[src/rtl/args_packer.sv]
// rtl/args_packer.sv - serial-to-parallel frame packer driving the adder tree args/we inputs
// Optional macro ARGS_PACKER_SOF_EN adds sof-based frame alignment and the drop_cnt counter.
module args_packer #(
  parameter int N_args    = 4,
  parameter int arg_width = 8,
  localparam int cnt_width = $clog2(N_args) + 1
) (
  input  logic                          clk,
  input  logic                          reset,
  input  logic [arg_width-1:0]          din,
  input  logic                          din_valid,
  input  logic                          flush,
  output logic [N_args*arg_width-1:0]   args_out,
  output logic                          we,
  output logic [cnt_width-1:0]          fill_level,
  output logic [15:0]                   frame_cnt
`ifdef ARGS_PACKER_SOF_EN
  ,
  input  logic                          sof,
  output logic [7:0]                    drop_cnt
`endif
);

  localparam int FRAME_W = N_args * arg_width;
  localparam logic [cnt_width-1:0] FULL = cnt_width'(N_args);

  logic [FRAME_W-1:0]   r_stage;
  logic [FRAME_W-1:0]   r_args_out;
  logic                 r_we;
  logic [cnt_width-1:0] r_fill;
  logic [15:0]          r_frame_cnt;

  logic                 w_drop;
  logic [cnt_width-1:0] w_base_fill;
  logic [cnt_width-1:0] w_fill_wr;
  logic [FRAME_W-1:0]   w_stage_wr;
  logic                 w_emit;

  // A sof on a non-empty frame restarts packing from slot 0 with this sample.
`ifdef ARGS_PACKER_SOF_EN
  logic [7:0] r_drop_cnt;
  assign w_drop = din_valid & sof & (r_fill != '0);
`else
  assign w_drop = 1'b0;
`endif

  always_comb begin
    w_base_fill = w_drop ? '0 : r_fill;
    w_stage_wr  = w_drop ? '0 : r_stage;
    for (int k = 0; k < N_args; k++) begin
      if (din_valid && (w_base_fill == cnt_width'(k))) begin
        w_stage_wr[k*arg_width +: arg_width] = din;
      end
    end
    w_fill_wr = w_base_fill + cnt_width'(din_valid);
  end

  // The flush test uses the post-accept fill, so a completing sample plus flush emits once.
  assign w_emit = (w_fill_wr == FULL) | (flush & (w_fill_wr != '0));

  always_ff @(posedge clk) begin
    if (reset) begin
      r_stage     <= '0;
      r_args_out  <= '0;
      r_we        <= 1'b0;
      r_fill      <= '0;
      r_frame_cnt <= '0;
    end else begin
      r_we <= w_emit;
      if (w_emit) begin
        r_args_out  <= w_stage_wr;
        r_stage     <= '0;
        r_fill      <= '0;
        r_frame_cnt <= r_frame_cnt + 16'd1;
      end else begin
        r_stage <= w_stage_wr;
        r_fill  <= w_fill_wr;
      end
    end
  end

`ifdef ARGS_PACKER_SOF_EN
  always_ff @(posedge clk) begin
    if (reset) begin
      r_drop_cnt <= '0;
    end else if (w_drop && (r_drop_cnt != 8'hFF)) begin
      r_drop_cnt <= r_drop_cnt + 8'd1;
    end
  end
  assign drop_cnt = r_drop_cnt;
`endif

  assign args_out   = r_args_out;
  assign we         = r_we;
  assign fill_level = r_fill;
  assign frame_cnt  = r_frame_cnt;

endmodule

[config.mk]
export PLATFORM = sky130hd
export DESIGN_NAME = args_packer
export DESIGN_NICKNAME = d
export VERILOG_FILES = /design/src/rtl/args_packer.sv
export SDC_FILE = /design/constraint.sdc
export NUM_CORES = 1
export LEC_CHECK = 0
export BUFFER_PORTS_ARGS = -buffer_cell sky130_fd_sc_hd__buf_2
export CAP_MARGIN = 30
export CORE_UTILIZATION = 54
export CTS_CLUSTER_DIAMETER = 50
export DETAILED_ROUTE_END_ITERATION = 12
export PLACE_DENSITY = 0.79
export SLEW_MARGIN = 20
export SYNTH_ARGS = -nofsm -noshare
export SYNTH_HDL_FRONTEND = slang
export SYNTH_SLANG_ARGS = --single-unit
[constraint.sdc]
create_clock -name clk -period 2.2 [get_ports clk]
set_input_delay 0.11 -clock clk [delete_from_list [all_inputs] [get_ports clk]]
set_output_delay 0.11 -clock clk [all_outputs]
set_load 0.005 [all_outputs]
==> results.json <==
{
  "cts_tree": "done",
  "synth.most_common_cell": "dfxtp_1",
  "rows": 27,
  "layout.nets": 395,
  "crit_buf_inv": 0,
  "synth_common_cells": "dfxtp_1 (84), nor2_1 (69), mux2i_1 (33)",
  "run_status": "finished clean",
  "ios": 64,
  "finalCriticalPeriod_ns": 2.06,
  "start_util": 0.571,
  "min_period_over_period": 0.935,
  "ys_ff_latch": 84,
  "worstHoldPathType": "input pin to flip-flop",
  "syn_to_final_growth_pct": 18.5,
  "grt_pass1_vias": 2213,
  "setup_viol": 0,
  "drt-vias-per-instance": 5.60,
  "crit_top_cell": "ha_1",
  "cp_cell_sequence": "ha_1, ha_1, o21bai_4, o211ai_4, or4_1, a21oi_1",
  "antenna_found_initial": 0,
  "grt_pass1_wl_mm": 10.8,
  "yosysTopAreaCellShare": 0.525,
  "slowest_stage": "or4_1",
  "finalSetupTns_ns": 0,
  "p_per_area_mw_per_mm2": 935,
  "worstSetupPathType": "flip-flop to flip-flop",
  "yosysSeqAreaShare": 0.525,
  "crit_family": "simple AND/OR/NAND/NOR gates",
  "wl_per_cell_um": 15.1,
  "final_antenna_net_count": 0,
  "htree_num_levels": 3,
  "die_w_um": 79.0,
  "fp.coreArea_mm2": 0.00561,
  "syn_area_per_cell_um2": 9.89,
  "clock-sinks": 84,
  "clk_pin_slew_ns": 0.09,
  "critPathMaxFanout": 15,
  "hold_ws_ns": 0.106,
  "worstPathArrival_ns": 2.34,
  "rsz0062_at_grt": "false",
  "dr.pass1.iters": 4,
  "cp-end-kind": "flip-flop",
  "drv_slew": 0,
  "syn-num-nets": 339,
  "ys_types": 40,
  "dp.cells": 440,
  "gr-usage-all-layers": 0.230,
  "synthFlopType": "dfxtp_1",
  "cts_buffers": 9,
  "maxCapViolations": 0,
  "max_stage_delay_ns": 0.56,
  "die_area_mm2": 0.00624,
  "cts_buffer_depth": 2,
  "gp_congestion": 0.780,
  "via_count": 2561,
  "fin_skew_ns": 0.0109,
  "dp.final_hpwl_mm": 4.63,
  "drive_gt1_frac": 0.255,
  "drt-total-wl_mm": 6.91,
  "io_buffers": 63,
  "antenna_cells": 0,
  "initialDrtViolationCount": 181,
  "dieHeight_um": 79.0,
  "peakVddDrop_mv": 0.506,
  "timing.fmax_ghz": 0.486,
  "netlist_instances": 324,
  "synth-async-reset-ratio": 0,
  "required_ns": 2.49,
  "hold_viol": 0,
  "synth.largest_area_cell": "dfxtp_1",
  "synth_edf_count": 0,
  "syn_area_mm2": 0.00320,
  "grt_max_degree": 47,
  "ys_top_cells_by_area": "dfxtp_1 (53%), mux2i_1 (10%), nor2_1 (8.1%), a211oi_1 (7.5%), a21oi_1 (2.2%)",
  "cts_hold_buf": 0,
  "ctsRootBufferMaster": "clkbuf_8",
  "clk_latency_ns": 0.35,
  "tightest_slew_ns": 0.566,
  "fin_cells": 457,
  "yosys_warnings": 0,
  "drc_errors": 0,
  "p_leak_nw": 1.56,
  "relSlewSlack": 0.621,
  "grt-ovfl-total": 0,
  "worst_setup_path_start_kind": "flip-flop"
}
==> power breakdown <==
part / internal (mW) / switching [mW]
Clock: 0.635 / 0.558
Sequential: 1.66 / 0.0785
Combinational: 0.263 / 0.354
Total: 2.56 / 0.991
==> state kept, by name (all words and copies together) (netlist names) <==
signal	cells
args_out	32
fill_level	3
frame_cnt	16
r_stage	32
we	1
==> worst paths after layout <==
kind                                     from            end  slack [ns]  cells past startpoint
worst min-delay path                   din[5]    r_stage[29]        0.11                      3
worst max register to register  fill_level[0]  frame_cnt[13]        0.14                      6
worst min register to register  frame_cnt[15]  frame_cnt[15]        0.49                      2
worst max-delay path            fill_level[0]  frame_cnt[13]        0.14                      6
==> cells by family after synthesis <==
kind of cell / Yosys count / synth area share
mux: 33 / 0.103
simple gates: 109 / 0.166
flops: 84 / 0.525
buf+inv: 29 / 0.0453
compound gates: 64 / 0.141
xor+xnor: 2 / 0.00781
fa+ha+maj: 3 / 0.0117
==> what timing repair did <==
item	CTS	global route
endpoints found under the setup margin	0	7
setup buffers	0	1
gates resized for setup	0	4
==> final cells by class <==
cell class / count / area (um^2)
Clock buffer: 9 / 124
Clock inverter: 7 / 91.3
Fill cell: 461 / 1810
Inverter: 4 / 15.0
Multi-Input combinational cell: 211 / 1410
Sequential cell: 84 / 1680
Tap cell: 72 / 90.1
Timing Repair Buffer: 70 / 380
==> per-stage QoR <==
step | area (um^2) | total power [mW] | worst slack, ns | util
2_1_floorplan | 3200 | 2.15 | 0.187 | -
3_3_place_gp | 3540 | 2.35 | 0.170 | 0.632
3_5_place_dp | 3540 | 2.38 | 0.0276 | 0.632
4_1_cts | 3760 | 3.56 | 0.000869 | 0.670
5_1_grt | 3790 | 3.71 | 0.0342 | 0.677
6_report | 3790 | 3.55 | 0.143 | 0.677
==> routing by layer <==
layer	up-vias	GRT usage	wire length, um
li1	1265	-	-
met1	1197	0.311	3310
met2	83	0.345	3080
met3	16	0.0437	381
met4	0	0.129	138
met5	-	0	0
==> worst register-to-register path, delay by kind of cell (launching register included) <==
kind | cells | cell delay [ns]
and+or+nand+nor | 1 | 0.56
AOI/OAI and AO/OA | 3 | 0.55
adders and majority gates | 2 | 0.51
DFF | 1 | 0.36
==> cell usage in the layout, fill, tap and decap left out, types with 2 or more instances in the layout <==
master / netlist / layout
a211oi_1: 32 / 32
o21ai_0: 5 / 5
and4_1: 3 / 3
and4bb_2: 2 / 2
mux2i_1: 33 / 33
nand2_1: 7 / 7
nand3_1: 3 / 3
buf_4: 0 / 6
buf_2: 8 / 63
clkbuf_8: 0 / 9
bufinv_16: 0 / 2
a21oi_1: 14 / 14
o31ai_1: 7 / 7
inv_1: 4 / 4
or4_1: 6 / 6
nor2_1: 69 / 69
or3_1: 4 / 4
nand4_1: 4 / 4
ha_1: 3 / 3
clkinv_2: 0 / 3
dfxtp_1: 84 / 83
Note: power is estimated with default switching activity, not from simulation.
